`config.mk`:
```
export PLATFORM = sky130hd
export DESIGN_NAME = countdown_timer_ctrl
export DESIGN_NICKNAME = d
export VERILOG_FILES = /design/src/rtl/timer_pkg.sv /design/src/rtl/down_counter_core.sv /design/src/rtl/countdown_timer_ctrl.sv
export SDC_FILE = /design/constraint.sdc
export NUM_CORES = 1
export LEC_CHECK = 0
export CAP_MARGIN = 20
export CORE_MARGIN = 2
export CORE_UTILIZATION = 30
export CTS_CLUSTER_SIZE = 8
export DETAILED_ROUTE_END_ITERATION = 10
export REMOVE_ABC_BUFFERS = 1
export SYNTH_ARGS = -nofsm -noshare
export SYNTH_HDL_FRONTEND = slang
export SYNTH_HIERARCHICAL = 1
export SYNTH_SLANG_ARGS = --single-unit
```
`constraint.sdc`:
```
create_clock -name clk -period 3.4 [get_ports clk]
set_clock_uncertainty 0.15 [all_clocks]
set_input_delay 0.68 -clock clk [delete_from_list [all_inputs] [get_ports clk]]
set_output_delay 0.68 -clock clk [all_outputs]
set_load 0.02 [all_outputs]
```
`src/rtl/timer_pkg.sv`:
```
// Shared types and constants for the countdown timer: state encoding,
// default counter width and prescaler width.
package timer_pkg;

  localparam int WIDTH_DEF = 4;
  localparam int PSC_W     = 16;

  typedef enum logic [1:0] {
    IDLE  = 2'b00,
    RUN   = 2'b01,
    PAUSE = 2'b10
  } state_e;

endpackage

```
`src/rtl/down_counter_core.sv`:
```
// Loadable down-counter datapath; load beats enable, decrement saturates at 0.
// One-cycle latency from load/en to q; no backpressure (accepts every cycle).
module down_counter_core #(
  parameter int WIDTH = timer_pkg::WIDTH_DEF
) (
  input  logic             clk,
  input  logic             reset,
  input  logic             load,
  input  logic             en,
  input  logic [WIDTH-1:0] d,
  output logic [WIDTH-1:0] q,
  output logic             is_one
);

  logic [WIDTH-1:0] q_q;
  logic [WIDTH-1:0] q_d;

  always_comb begin
    q_d = q_q;
    if (load) begin
      q_d = d;
    end else if (en && (q_q != '0)) begin
      q_d = q_q - WIDTH'(1);
    end
  end

  always_ff @(posedge clk) begin
    if (reset) begin
      q_q <= '0;
    end else begin
      q_q <= q_d;
    end
  end

  assign q      = q_q;
  assign is_one = (q_q == WIDTH'(1));

endmodule

```
`src/rtl/countdown_timer_ctrl.sv`:
```
// Countdown timer sequencer: FSM, prescaler and reload register around a down-counter.
// All outputs registered (one-cycle command latency); no backpressure, commands act every cycle.
module countdown_timer_ctrl
  import timer_pkg::*;
#(
  parameter int WIDTH    = WIDTH_DEF,
  parameter int PRESCALE = 1
) (
  input  logic             clk,
  input  logic             reset,
  input  logic             start,
  input  logic             stop,
  input  logic             pause,
  input  logic             auto_reload,
  input  logic [WIDTH-1:0] load_val,
  output logic [WIDTH-1:0] count,
  output logic             busy,
  output logic             paused,
  output logic             done
);

  localparam logic [PSC_W-1:0] PSC_LAST = PSC_W'(PRESCALE - 1);
  localparam logic [PSC_W-1:0] PSC_ONE  = PSC_W'(1);

  state_e           state_q, state_d;
  logic [PSC_W-1:0] psc_q, psc_d;
  logic [WIDTH-1:0] reload_q, reload_d;
  logic             done_q, done_d;
  logic             busy_q, busy_d;
  logic             paused_q, paused_d;

  logic             tick;
  logic             cnt_load;
  logic             cnt_en;
  logic [WIDTH-1:0] cnt_d;
  logic             cnt_is_one;

  down_counter_core #(.WIDTH(WIDTH)) u_core (
    .clk    (clk),
    .reset  (reset),
    .load   (cnt_load),
    .en     (cnt_en),
    .d      (cnt_d),
    .q      (count),
    .is_one (cnt_is_one)
  );

  // Priority chain: illegal state > stop > start > pause > tick.
  always_comb begin
    state_d  = state_q;
    psc_d    = psc_q;
    reload_d = reload_q;
    done_d   = 1'b0;
    cnt_load = 1'b0;
    cnt_en   = 1'b0;
    cnt_d    = '0;
    tick     = (state_q == RUN) && (psc_q == PSC_LAST);

    if (!(state_q inside {IDLE, RUN, PAUSE})) begin
      state_d  = IDLE;
      psc_d    = '0;
      cnt_load = 1'b1;
    end else if (stop) begin
      state_d  = IDLE;
      psc_d    = '0;
      cnt_load = 1'b1;
    end else if (start) begin
      psc_d    = '0;
      cnt_load = 1'b1;
      if (load_val != '0) begin
        reload_d = load_val;
        cnt_d    = load_val;
        state_d  = RUN;
      end else begin
        state_d  = IDLE;
        done_d   = 1'b1;
      end
    end else if (state_q == RUN) begin
      if (pause) begin
        state_d = PAUSE;
      end else if (tick) begin
        psc_d = '0;
        if (cnt_is_one) begin
          done_d   = 1'b1;
          cnt_load = 1'b1;
          if (auto_reload) begin
            cnt_d = reload_q;
          end else begin
            state_d = IDLE;
          end
        end else begin
          cnt_en = 1'b1;
        end
      end else begin
        psc_d = psc_q + PSC_ONE;
      end
    end else if ((state_q == PAUSE) && !pause) begin
      state_d = RUN;
    end

    busy_d   = (state_d == RUN) || (state_d == PAUSE);
    paused_d = (state_d == PAUSE);
  end

  always_ff @(posedge clk) begin
    if (reset) begin
      state_q  <= IDLE;
      psc_q    <= '0;
      reload_q <= '0;
      done_q   <= 1'b0;
      busy_q   <= 1'b0;
      paused_q <= 1'b0;
    end else begin
      state_q  <= state_d;
      psc_q    <= psc_d;
      reload_q <= reload_d;
      done_q   <= done_d;
      busy_q   <= busy_d;
      paused_q <= paused_d;
    end
  end

  assign busy   = busy_q;
  assign paused = paused_q;
  assign done   = done_q;

endmodule
```
# Word level (Yosys, flattened, before mapping)
# Cells that the tools add are included.
# totals
regBits	29
output_inout_bits	7
inputBits	10
word_cells	70
# classes
n_eq_ne	5
reduce_logical	15
bitwise_logic	3
mux	38
n_addsub	2
# ops
op	n
$mux 4	11
$mux 2	9
$mux 1	17
$add 16x1->16 const B	1
$logic_not 16->1	1
$mux 16	1
$reduce_bool 4->1	2
$eq 2x1->1 const B	2
$eq 2x2->1 const B	2
$eq 4x1->1 const B	1
$reduce_and 4->1	1
$reduce_or 4->1	1
$sub 4x1->4 const B	1
$logic_and 1x1->1	3
$not 1->1	3
$reduce_bool 3->1	1
$reduce_or 3->1	1
$logic_not 2->1	1
$reduce_and 2->1	1
$reduce_bool 2->1	1
$logic_not 1->1	1
$logic_or 1x1->1	1

# Logic depth before layout (Yosys ltp)
# Gate-level depths: netlist (run 1).
# depth
ltp_word	11
ltp_mapped	10
depth_no_buf	9

# Cells and area by module
# Netlist (run 1), hierarchy kept.
# modules_own_cells
mod	area_per_inst_um2	cells_per_inst	seq_area_each_um2	n_inst
countdown_timer_ctrl	1276.2	156	500.5	1
down_counter_core	286.5	33	80.1	1

# Worst setup path after synthesis (run 1)
# Ideal clock, no wire load.
# synth_path
path_type	input to register
start	input pause
end	register u_core.q_q[0] (netlist: u_core/q[0])
path_buffers	0
stages	6
setup_time_ns	0.127
arrival_time_ns	2.381
path_slack_ns	0.742
required_ns	3.123
path_cell_list	nor2b_1 nand2b_1 nor2_1 nor4b_1 a2111oi_0 or3_1
# synth_via
elab_chain_cells	7
elab_cells_between_ends	18
classes_between	mux: 16; reduce/logical: 2
# synth_rtl
element	line	source
start: declaration	countdown_timer_ctrl.sv:13	input logic pause,
$mux 1	countdown_timer_ctrl.sv:79	if (pause) begin
$mux 1	countdown_timer_ctrl.sv:78	end else if (state_q == RUN) begin
$mux 1	countdown_timer_ctrl.sv:67	end else if (start) begin
$mux 1	countdown_timer_ctrl.sv:63	end else if (stop) begin
$mux 1	countdown_timer_ctrl.sv:59	if (!(state_q inside {IDLE, RUN, PAUSE})) begin
via cnt_en	countdown_timer_ctrl.sv:34	logic cnt_en;
$logic_and 1x1->1	down_counter_core.sv:22	end else if (en && (q_q != '0)) begin
$reduce_bool 2->1 (no source line)	n/a	
end signal: assignment	down_counter_core.sv:31	q_q <= q_d;
end: declaration	down_counter_core.sv:15	logic [WIDTH-1:0] q_q;
# The timed path passes the listed nets, and every way through them passes these cells.
# A chain may end at the register's enable or synchronous reset.

# Final worst setup path (run 1)
# Same ends and word-level chain as after synthesis.

==> out/metrics.yaml, run 1 <==
status:
  status: "complete, no violations"
synth:
  ys_ff_latch: 29
  syn_area_per_cell_sq_um: 8.27
  synth_edf_count: 0
  netlist.area_leader.share_pct: 37.1
  synth_cells: 189
  ys_seq_area_share_pct: 37.1
  synth_area_sq_um: 1560
  synthTopCellsByArea: "dfxtp_1, xnor2_1, nand2_1"
  ys.warnings.count: 6
  yosysUniqueCellTypes: 44
  yosys.area.top_type: "dfxtp_1"
  async_flop_share_pct: 0
  synthFlopType: "dfxtp_1"
flow_run:
  max_cap_violations: 0
drt:
  drt-initial-drc-count: 69
  routed_wl_mm: 3.24
  vias_per_cell: 4.94
  post_drt_wl_per_cell_um: 11.6
  via_count: 1378
  firstDrtPassIters: 4
  drc_errors: 0
  drt.antenna.violating_nets: 0
sta:
  relSlewSlack_pct: 61.9
  slew_violations: 0
  setup-tns-final_ns: 0
  layout_min_cycle_time_ns: 2.63
  hold_ws_ns: 0.306
  worstMarginPinSlew_ns: 0.570
  worst_slack_ns: 0.771
  rsz0062_at_grt: "false"
  final_hold_viol_count: 0
  setup_viol: 0
  min_period_over_period_pct: 77.3
  fmax_mhz: 380
layout:
  drive_above_1_share_pct: 8.13
  syn_to_final_growth_pct: 21.4
  fin_nets: 224
  fin_cells: 279
  utilization_pct: 37.4
  layout.filler_cells: 535
  n_antenna_cell: 0
pwr:
  ir_worst_vdd_mv: 0.242
  pwr_density_cell_nw_per_um2: 369
  p_leak_nw: 0.605
global_route:
  grt_usage_pct: 11.9
  overflow: 0
  grt_pass1_wl_mm: 5.69
  grtUsageMet3_pct: 3.32
  antenna_found_initial: 0
  grt_pass1_vias: 1310
  met1_usage_pct: 14.1
  busiest_layer: "met2"
  grt_max_degree: 16
  met2_usage_pct: 20.0
clock_network:
  clock-sinks: 29
  clockBufferDepth: 2
  cts_tree: "done"
  postCtsResizedCells: 0
  path_clk_slew_ns: 0.06
  clkLatencyLatePin_ns: 0.28
  root_buffer: "clkbuf_8"
  cts_hold_buffers: 0
  h-tree-depth: 2
  cts_setup_buffers: 0
  numCtsBuffers: 5
die:
  die_area_sq_um: 5800
  pin_count: 17
  die_w_um: 76.2
  start_util_pct: 30.8
  dieHeight_um: 76.2
  fp-row-count: 26
  core_region_area_sq_um: 5070
place:
  dp_cells: 271
  port_buffers: 16
  pre_cts_ws_ns: 0.488
  finalWeightedCongestion: 0.762
  detailed_place_hpwl_mm: 2.39
setup_path:
  cp-end-kind: "flop"
  cp-start-kind: "input pin"
  critPathKind: "in2reg"
  arrival_ns: 2.65
  cp.required_ns: 3.42
  cp_max_fo: 8
worst_hold_path:
  hp-class: "reg2reg"
==> logic make-up (layout without fill, tap and decap cells) <==
group	after synthesis	in the layout	synth area share (%)
xor gates and xnor gates	14	14	7.85
buffers and inverters	15	35	3.84
muxes	1	1	0.641
adders and majority gates	5	5	4.00
DFF	29	29	37.1
and+or+nand+nor	99	99	34.3
AOI/OAI and AO/OA	26	26	12.3
==> power by group <==
part	internal (mW)	total, mW	switching [mW]
sequential	0.346	0.351	0.00517
combinational	0.0298	0.0630	0.0333
clock	0.160	0.286	0.126
==> synthesized netlist by cell type, types with 2 or more instances <==
library cell,n
o21ai_0,4
nor4b_1,3
dfxtp_1,29
nor3_1,9
and3_1,2
xor2_1,2
clkbuf_1,4
nor2_1,22
nor4_1,9
nand3_1,5
nand2_1,23
nand4_1,6
xnor2_1,12
o21ai_1,2
nor2b_1,5
inv_1,8
nand2b_1,2
buf_2,3
a2111oi_2,2
nor3b_1,3
ha_1,5
a21oi_1,7
==> worst paths after layout <==
check	start	to	slack, ns	cells after the start
min reg2reg	reload_q[0]$_SDFFE_PP0P_	reload_q[0]$_SDFFE_PP0P_	0.31	2
max reg2reg	psc_q[0]$_SDFFE_PP0P_	u_core/q[0]$_SDFFE_PP0P_	0.94	9
max	pause	u_core/q[0]$_SDFFE_PP0P_	0.77	8
min	reload_q[0]$_SDFFE_PP0P_	reload_q[0]$_SDFFE_PP0P_	0.31	2
==> registers in the layout (all words and copies together), names as in the netlist <==
signal / cells
psc_q: 16
reload_q: 4
u_core/q: 4
state_q: 2
busy: 1
done: 1
paused: 1
==> cells in the final DEF (no fill, tap or decap), types with 4 or more instances in the layout <==
cell type        instances
dfxtp_1                 29
nand2_1                 23
nor2_1                  22
clkdlybuf4s50_1         16
xnor2_1                 12
nor4_1                   9
nor3_1                   9
inv_1                    8
a21oi_1                  7
nand4_1                  6
clkbuf_8                 6
nor2b_1                  5
nand3_1                  5
ha_1                     5
o21ai_0                  4
buf_4                    4
==> per-stage QoR <==
step	power [mW]	area [sq um]
floorplan	0.390	1530
global placement	0.421	1800
detailed placement	0.421	1800
CTS	0.711	1890
global route	0.732	1900
finish	0.700	1900
==> metal layers <==
metal  share of wire (%)  up-vias
met5                   0        -
met4                 1.6        0
met2                  46       22
met1                  48      631
met3                 4.6        6
li1                    -      719
==> cell type report <==
cell class	instances	area [sq um]	share of cell area, %
multi-input cells	145	922	48.6
flip-flops and latches	29	581	30.6
repair buffers	20	190	10.0
well taps	70	87.6	4.62
clock buffers	7	86.3	4.55
inverters	8	30.0	1.58
==> worst max-delay path, cell delays in order <==
cell and delay, ns:
clkdlybuf4s50_1 0.47, nor2b_1 0.25, nand2b_1 0.15, nor2_1 0.13, nor4b_1 0.28, buf_4 0.22
a2111oi_0 0.09, or3_1 0.37
(Power assumes the default switching activity.)
==> run 2: changes to the inputs <==
==> constraint.sdc (replaced) <==
create_clock -name clk -period 2.45 [get_ports clk]
set_clock_uncertainty 0.15 [all_clocks]
set_input_delay 0.49 -clock clk [delete_from_list [all_inputs] [get_ports clk]]
set_output_delay 0.49 -clock clk [all_outputs]
set_load 0.02 [all_outputs]
==> run 2 against run 1 <==
  * Non-clock buffer count is 14 higher
  * First-iteration DRC count is 17% higher
  * Clock power is 110% higher
  * Cell area is 8.6% higher
  * Final cell count is 5.4% higher
  * Utilization is 3.2 points higher
  * Sequential power is 38% higher
  * Critical path type is now reg2reg
==> out/metrics.yaml, run 2 (same netlist as run 1, synthesis figures left out) <==
place:
  detailed_place_hpwl_mm: 2.54
  port_buffers: 16
  post_dp_cell_area_sq_um: 1910
  finalWeightedCongestion: 0.804
die:
  core_region_area_sq_um: 5070
  dieHeight_um: 76.2
  start_util_pct: 30.8
  die_area_sq_um: 5800
  die_w_um: 76.2
  fp-row-count: 26
  pin_count: 17
drt:
  drc_errors: 0
  via_count: 1439
  vias_per_cell: 4.89
  drt-initial-drc-count: 81
  routed_wl_mm: 3.44
  post_drt_wl_per_cell_um: 11.7
  drt.antenna.violating_nets: 0
  firstDrtPassIters: 4
global_route:
  busiest_layer: "met2"
  met1_usage_pct: 15.6
  grt_pass1_vias: 1360
  met2_usage_pct: 21.3
  antenna_found_initial: 0
  grt_usage_pct: 12.7
  grtUsageMet3_pct: 3.67
  grt_pass1_wl_mm: 6.05
  grt_max_degree: 16
  overflow: 0
worst_hold_path:
  hp-class: "reg2reg"
setup_path:
  slowest_delay_ns: 0.38
  cp_max_fo: 8
  crit_chain: "inv_1 -> ha_1 -> nor4b_2 -> nand4_1 -> nor2_1 -> nor4b_1 -> buf_4 -> a2111oi_0 -> or3_1"
  cp-end-kind: "flop"
  reg2regPathDepth: 9
  arrival_ns: 2.32
  crit_family: "simple AND/OR/NAND/NOR gates"
  crit_buf_inv: 2
  cp_slowest_cell: "or3_1"
  rrSetupSlack_ns: 0.15
  critPathLaunch: "psc_q[0]$_SDFFE_PP0P_"
  cp.depth: 9
  cp.required_ns: 2.47
  cp-endpoint: "u_core/q[0]$_SDFFE_PP0P_"
  critPathKind: "reg2reg"
  cp-start-kind: "flop"
  rr_endpoint: "u_core/q[0]$_SDFFE_PP0P_"
  r2r-start: "psc_q[0]$_SDFFE_PP0P_"
sta:
  final_hold_viol_count: 0
  fmax_mhz: 434
  hold_ws_ns: 0.307
  layout_min_cycle_time_ns: 2.30
  worstMarginPinSlew_ns: 0.431
  min_period_over_period_pct: 94.0
  slew_violations: 0
  relSlewSlack_pct: 71.2
  setup_viol: 0
clock_network:
  clkLatencyLatePin_ns: 0.28
  cts_tree: "done"
  clock-sinks: 29
  root_buffer: "clkbuf_8"
  clockBufferDepth: 2
  numCtsBuffers: 5
  path_clk_slew_ns: 0.07
  h-tree-depth: 2
  cts_hold_buffers: 0
layout:
  syn_to_final_growth_pct: 31.9
  drive_above_1_share_pct: 15.6
  fin_nets: 238
  n_antenna_cell: 0
  layout_commonest_cell: "dfxtp_1"
  final_cell_mix: "dfxtp_1, nand2_1, nor2_1"
  largest-register: "psc_q"
  final_area_sq_um: 2060
  largest_reg_flops: 16
pwr:
  ir_worst_vdd_mv: 0.367
  p_leak_nw: 0.705
  p_seq_share_pct: 41.3
  p_switching_mw: 0.246
  pwr_density_cell_nw_per_um2: 572
  intPower_mw: 0.933
  power_frac_comb_pct: 8.4
  swShare_pct: 20.8
  p_clk_share_pct: 50.4
status:
  status: "complete, no violations"
flow_run:
  max_cap_violations: 0
==> run 2: changes by cell type in the layout (fill, tap and decap cells not counted), sizes merged <==
cell    change
buf        +14
bufinv      +2
clkbuf      -2
clkinv      +1
==> run 2: routing by layer <==
layer	wire length, um	part of all wire [%]
met5	0	0
met2	1620	47
met4	38	1.1
met3	142	4.1
met1	1640	48
==> run 2: layout make-up <==
class                   instances  area, sq um
clock inverters                 3         65.1
multi-input cells             145          933
flip-flops and latches         29          581
fillers                       528         3010
well taps                      70         87.6
clock buffers                   5         68.8
inverters                       8         30.0
repair buffers                 34          295
==> run 2: what timing repair did <==
action                     in CTS  in global routing
setup endpoints to repair       0                  3
setup buffers                   0                  1
resized for setup               0                  2
==> run 2: worst reg2reg max path, cell delays in order (launching register included) <==
cell       delay, ns
dfxtp_1         0.31
inv_1           0.07
ha_1            0.14
nor4b_2         0.20
nand4_1         0.21
nor2_1          0.20
nor4b_1         0.24
buf_4           0.20
a2111oi_0       0.09
or3_1           0.38
==> run 2: stage by stage <==
step / power, mW / worst slack [ns] / cells / utilization (%) / TNS [ns]
finish: 1.18 / 0.147 / 294 / 40.6 / 0
global route: 1.22 / -0.00860 / 294 / 40.6 / -0.0103
CTS: 1.19 / 0.0446 / 293 / 40.2 / 0
detailed placement: 0.595 / -0.0975 / 285 / 37.6 / -0.0975
global placement: 0.595 / -0.0710 / 285 / 37.6 / -0.0710
floorplan: 0.541 / -0.203 / 182 / - / -0.349
==> run 2: how the worst min path moves through the flow <==
| stage | startpoint | to | slack [ns] | depth (start not counted) |
|---|---|---|---|---|
| detailed placement | reload_q[0]$_SDFFE_PP0P_ | reload_q[0]$_SDFFE_PP0P_ | 0.30 | 2 |
| CTS | reload_q[0]$_SDFFE_PP0P_ | reload_q[0]$_SDFFE_PP0P_ | 0.31 | 2 |
| finish | reload_q[0]$_SDFFE_PP0P_ | reload_q[0]$_SDFFE_PP0P_ | 0.31 | 2 |
| floorplan | reload_q[3]$_SDFFE_PP0P_ | reload_q[3]$_SDFFE_PP0P_ | 0.28 | 2 |
| global placement | reload_q[0]$_SDFFE_PP0P_ | reload_q[0]$_SDFFE_PP0P_ | 0.30 | 2 |
| global route | reload_q[1]$_SDFFE_PP0P_ | reload_q[1]$_SDFFE_PP0P_ | 0.33 | 2 |
==> run 2: power groups by stage <==
stage	Combinational, mW	Sequential [mW]	Clock, mW
final	0.0985	0.486	0.594
after global routing	0.110	0.487	0.628
after CTS	0.0989	0.486	0.608
after detailed placement	0.0984	0.497	0
after global placement	0.0982	0.497	0
after floorplan	0.0411	0.500	0
==> run 3: changes to the inputs <==
--- a/config.mk
+++ b/config.mk
@@ -6,10 +6,11 @@
 export NUM_CORES = 1
 export LEC_CHECK = 0
 export CAP_MARGIN = 20
-export CORE_MARGIN = 2
+export CORE_MARGIN = 3
 export CORE_UTILIZATION = 30
 export CTS_CLUSTER_SIZE = 8
 export DETAILED_ROUTE_END_ITERATION = 10
+export GPL_TIMING_DRIVEN = 0
 export REMOVE_ABC_BUFFERS = 1
 export SYNTH_ARGS = -nofsm -noshare
 export SYNTH_HDL_FRONTEND = slang
==> constraint.sdc (replaced) <==
create_clock -name clk -period 2.7 [get_ports clk]
set_clock_uncertainty 0.15 [all_clocks]
set_input_delay 0.54 -clock clk [delete_from_list [all_inputs] [get_ports clk]]
set_output_delay 0.54 -clock clk [all_outputs]
set_load 0.02 [all_outputs]
==> run 3 against run 2 <==
  * Non-clock buffer count down 16
  * Global-route usage down 0.92 points
  * Register-to-register slack better by 0.09 ns
  * Critical path depth down 1
  * Die area up 5.3%
  * First-iteration DRC count up 1.2%
  * Critical path type is now in2reg
  * Largest power group is now sequential cells
==> out/metrics.yaml, run 3 (same netlist as run 1, synthesis figures left out) <==
status:
  status: "complete, no violations"
layout:
  final_area_sq_um: 1920
  multi_input_area_sq_um: 946
  syn_to_final_growth_pct: 22.7
  n_antenna_cell: 0
  drive_above_1_share_pct: 10.1
  layout.filler_cells: 505
  layout_commonest_cell: "dfxtp_1"
  final_cell_mix: "dfxtp_1, nand2_1, nor2_1"
  largest_reg_flops: 16
  fin_nets: 222
  seqCellArea_sq_um: 581
  largest-register: "psc_q"
clock_network:
  cts_hold_buffers: 0
  root_buffer: "clkbuf_8"
  path_clk_slew_ns: 0.07
  cts_tree: "done"
  clock-sinks: 29
  numCtsBuffers: 5
  clkLatencyLatePin_ns: 0.27
  h-tree-depth: 2
  clockBufferDepth: 2
drt:
  post_drt_wl_per_cell_um: 12.0
  vias_per_cell: 4.86
  via_count: 1336
  drc_errors: 0
  drt.antenna.violating_nets: 0
  drt-initial-drc-count: 82
  firstDrtPassIters: 4
  routed_wl_mm: 3.30
die:
  die_w_um: 78.2
  core_region_area_sq_um: 4880
  start_util_pct: 32.0
  fp-row-count: 25
  pin_count: 17
  dieHeight_um: 78.2
  die_area_sq_um: 6110
sta:
  final_hold_viol_count: 0
  setup_viol: 0
  layout_min_cycle_time_ns: 2.48
  fmax_mhz: 404
  worstMarginPinSlew_ns: 1.01
  slew_violations: 0
  hold_ws_ns: 0.310
  min_period_over_period_pct: 91.8
  relSlewSlack_pct: 32.1
setup_path:
  crit_buf_inv: 2
  cp.required_ns: 2.72
  cp-start-kind: "input pin"
  cp_max_fo: 6
  crit_chain: "clkdlybuf4s50_1 -> nor2b_1 -> nand2b_1 -> nor2_2 -> nor4b_4 -> buf_4 -> a311oi_1 -> a2111oi_2"
  critPathKind: "in2reg"
  arrival_ns: 2.49
  slowest_delay_ns: 0.47
  crit_family: "simple AND/OR/NAND/NOR gates"
  rrSetupSlack_ns: 0.24
  cp-end-kind: "flop"
  cp_slowest_cell: "clkdlybuf4s50_1"
global_route:
  antenna_found_initial: 0
  grt_pass1_wl_mm: 5.83
  overflow: 0
  grt_max_degree: 18
  grt_usage_pct: 11.8
  grt_pass1_vias: 1256
place:
  finalWeightedCongestion: 0.780
  post_dp_cell_area_sq_um: 1780
  port_buffers: 16
  detailed_place_hpwl_mm: 2.40
pwr:
  p_leak_nw: 0.610
  pwr_density_cell_nw_per_um2: 477
  ir_worst_vdd_mv: 0.220
flow_run:
  max_cap_violations: 0
worst_hold_path:
  hp-class: "reg2reg"
-- run 3: per-layer routing --
metal | share of wire, % | vias to the layer above | GRT usage [%]
li1 | - | 712 | -
met1 | 56 | 607 | 17.1
met2 | 41 | 13 | 16.5
met3 | 1.7 | 4 | 2.87
met4 | 1.2 | 0 | 4.72
met5 | 0 | - | 0
-- run 3: worst paths after layout --
path                            start                        to  cells after the start
max                             pause  u_core/q[3]$_SDFFE_PP0P_                      8
min          reload_q[2]$_SDFFE_PP0P_  reload_q[2]$_SDFFE_PP0P_                      2
max reg2reg     psc_q[0]$_SDFFE_PP0P_  u_core/q[3]$_SDFFE_PP0P_                      9
min reg2reg  reload_q[2]$_SDFFE_PP0P_  reload_q[2]$_SDFFE_PP0P_                      2
-- run 3: timing repair --
| item | 4_1_cts | 5_1_grt |
|---|---|---|
| setup endpoints to repair | 4 | 3 |
| cloned | 0 | 0 |
| pin swaps | 0 | 2 |
| buffers inserted | 0 | 2 |
| resized for setup | 2 | 3 |
-- run 3: tightest hold or removal path: stages, from the launching register on --
cell and delay (ns):
dfxtp_1 0.31, nand2_1 0.05, a21oi_1 0.05
-- run 3: area by class of cell --
type	instances	area share [%]
well taps	67	4.37
clock inverters	1	0.261
inverters	8	1.57
clock buffers	7	5.03
multi-input cells	145	49.3
flip-flops and latches	29	30.3
repair buffers	18	9.14
-- run 3: stage by stage --
step | TNS, ns | cells | setup WS, ns | util (%) | power (mW)
after floorplan | 0 | 182 | 0.0474 | - | 0.491
after global placement | -2.42 | 265 | -0.724 | 36.4 | 0.528
after detailed placement | -2.62 | 265 | -0.781 | 36.4 | 0.528
after CTS | 0 | 273 | 0.102 | 38.8 | 0.927
after global routing | -0.0102 | 275 | -0.0102 | 39.3 | 0.960
final | 0 | 275 | 0.222 | 39.3 | 0.913
-- run 3: power breakdown --
group	total [mW]	switching [mW]	internal, mW
logic	0.0800	0.0433	0.0367
registers	0.442	0.00697	0.435
clock network	0.391	0.161	0.230
total	0.913	0.212	0.702
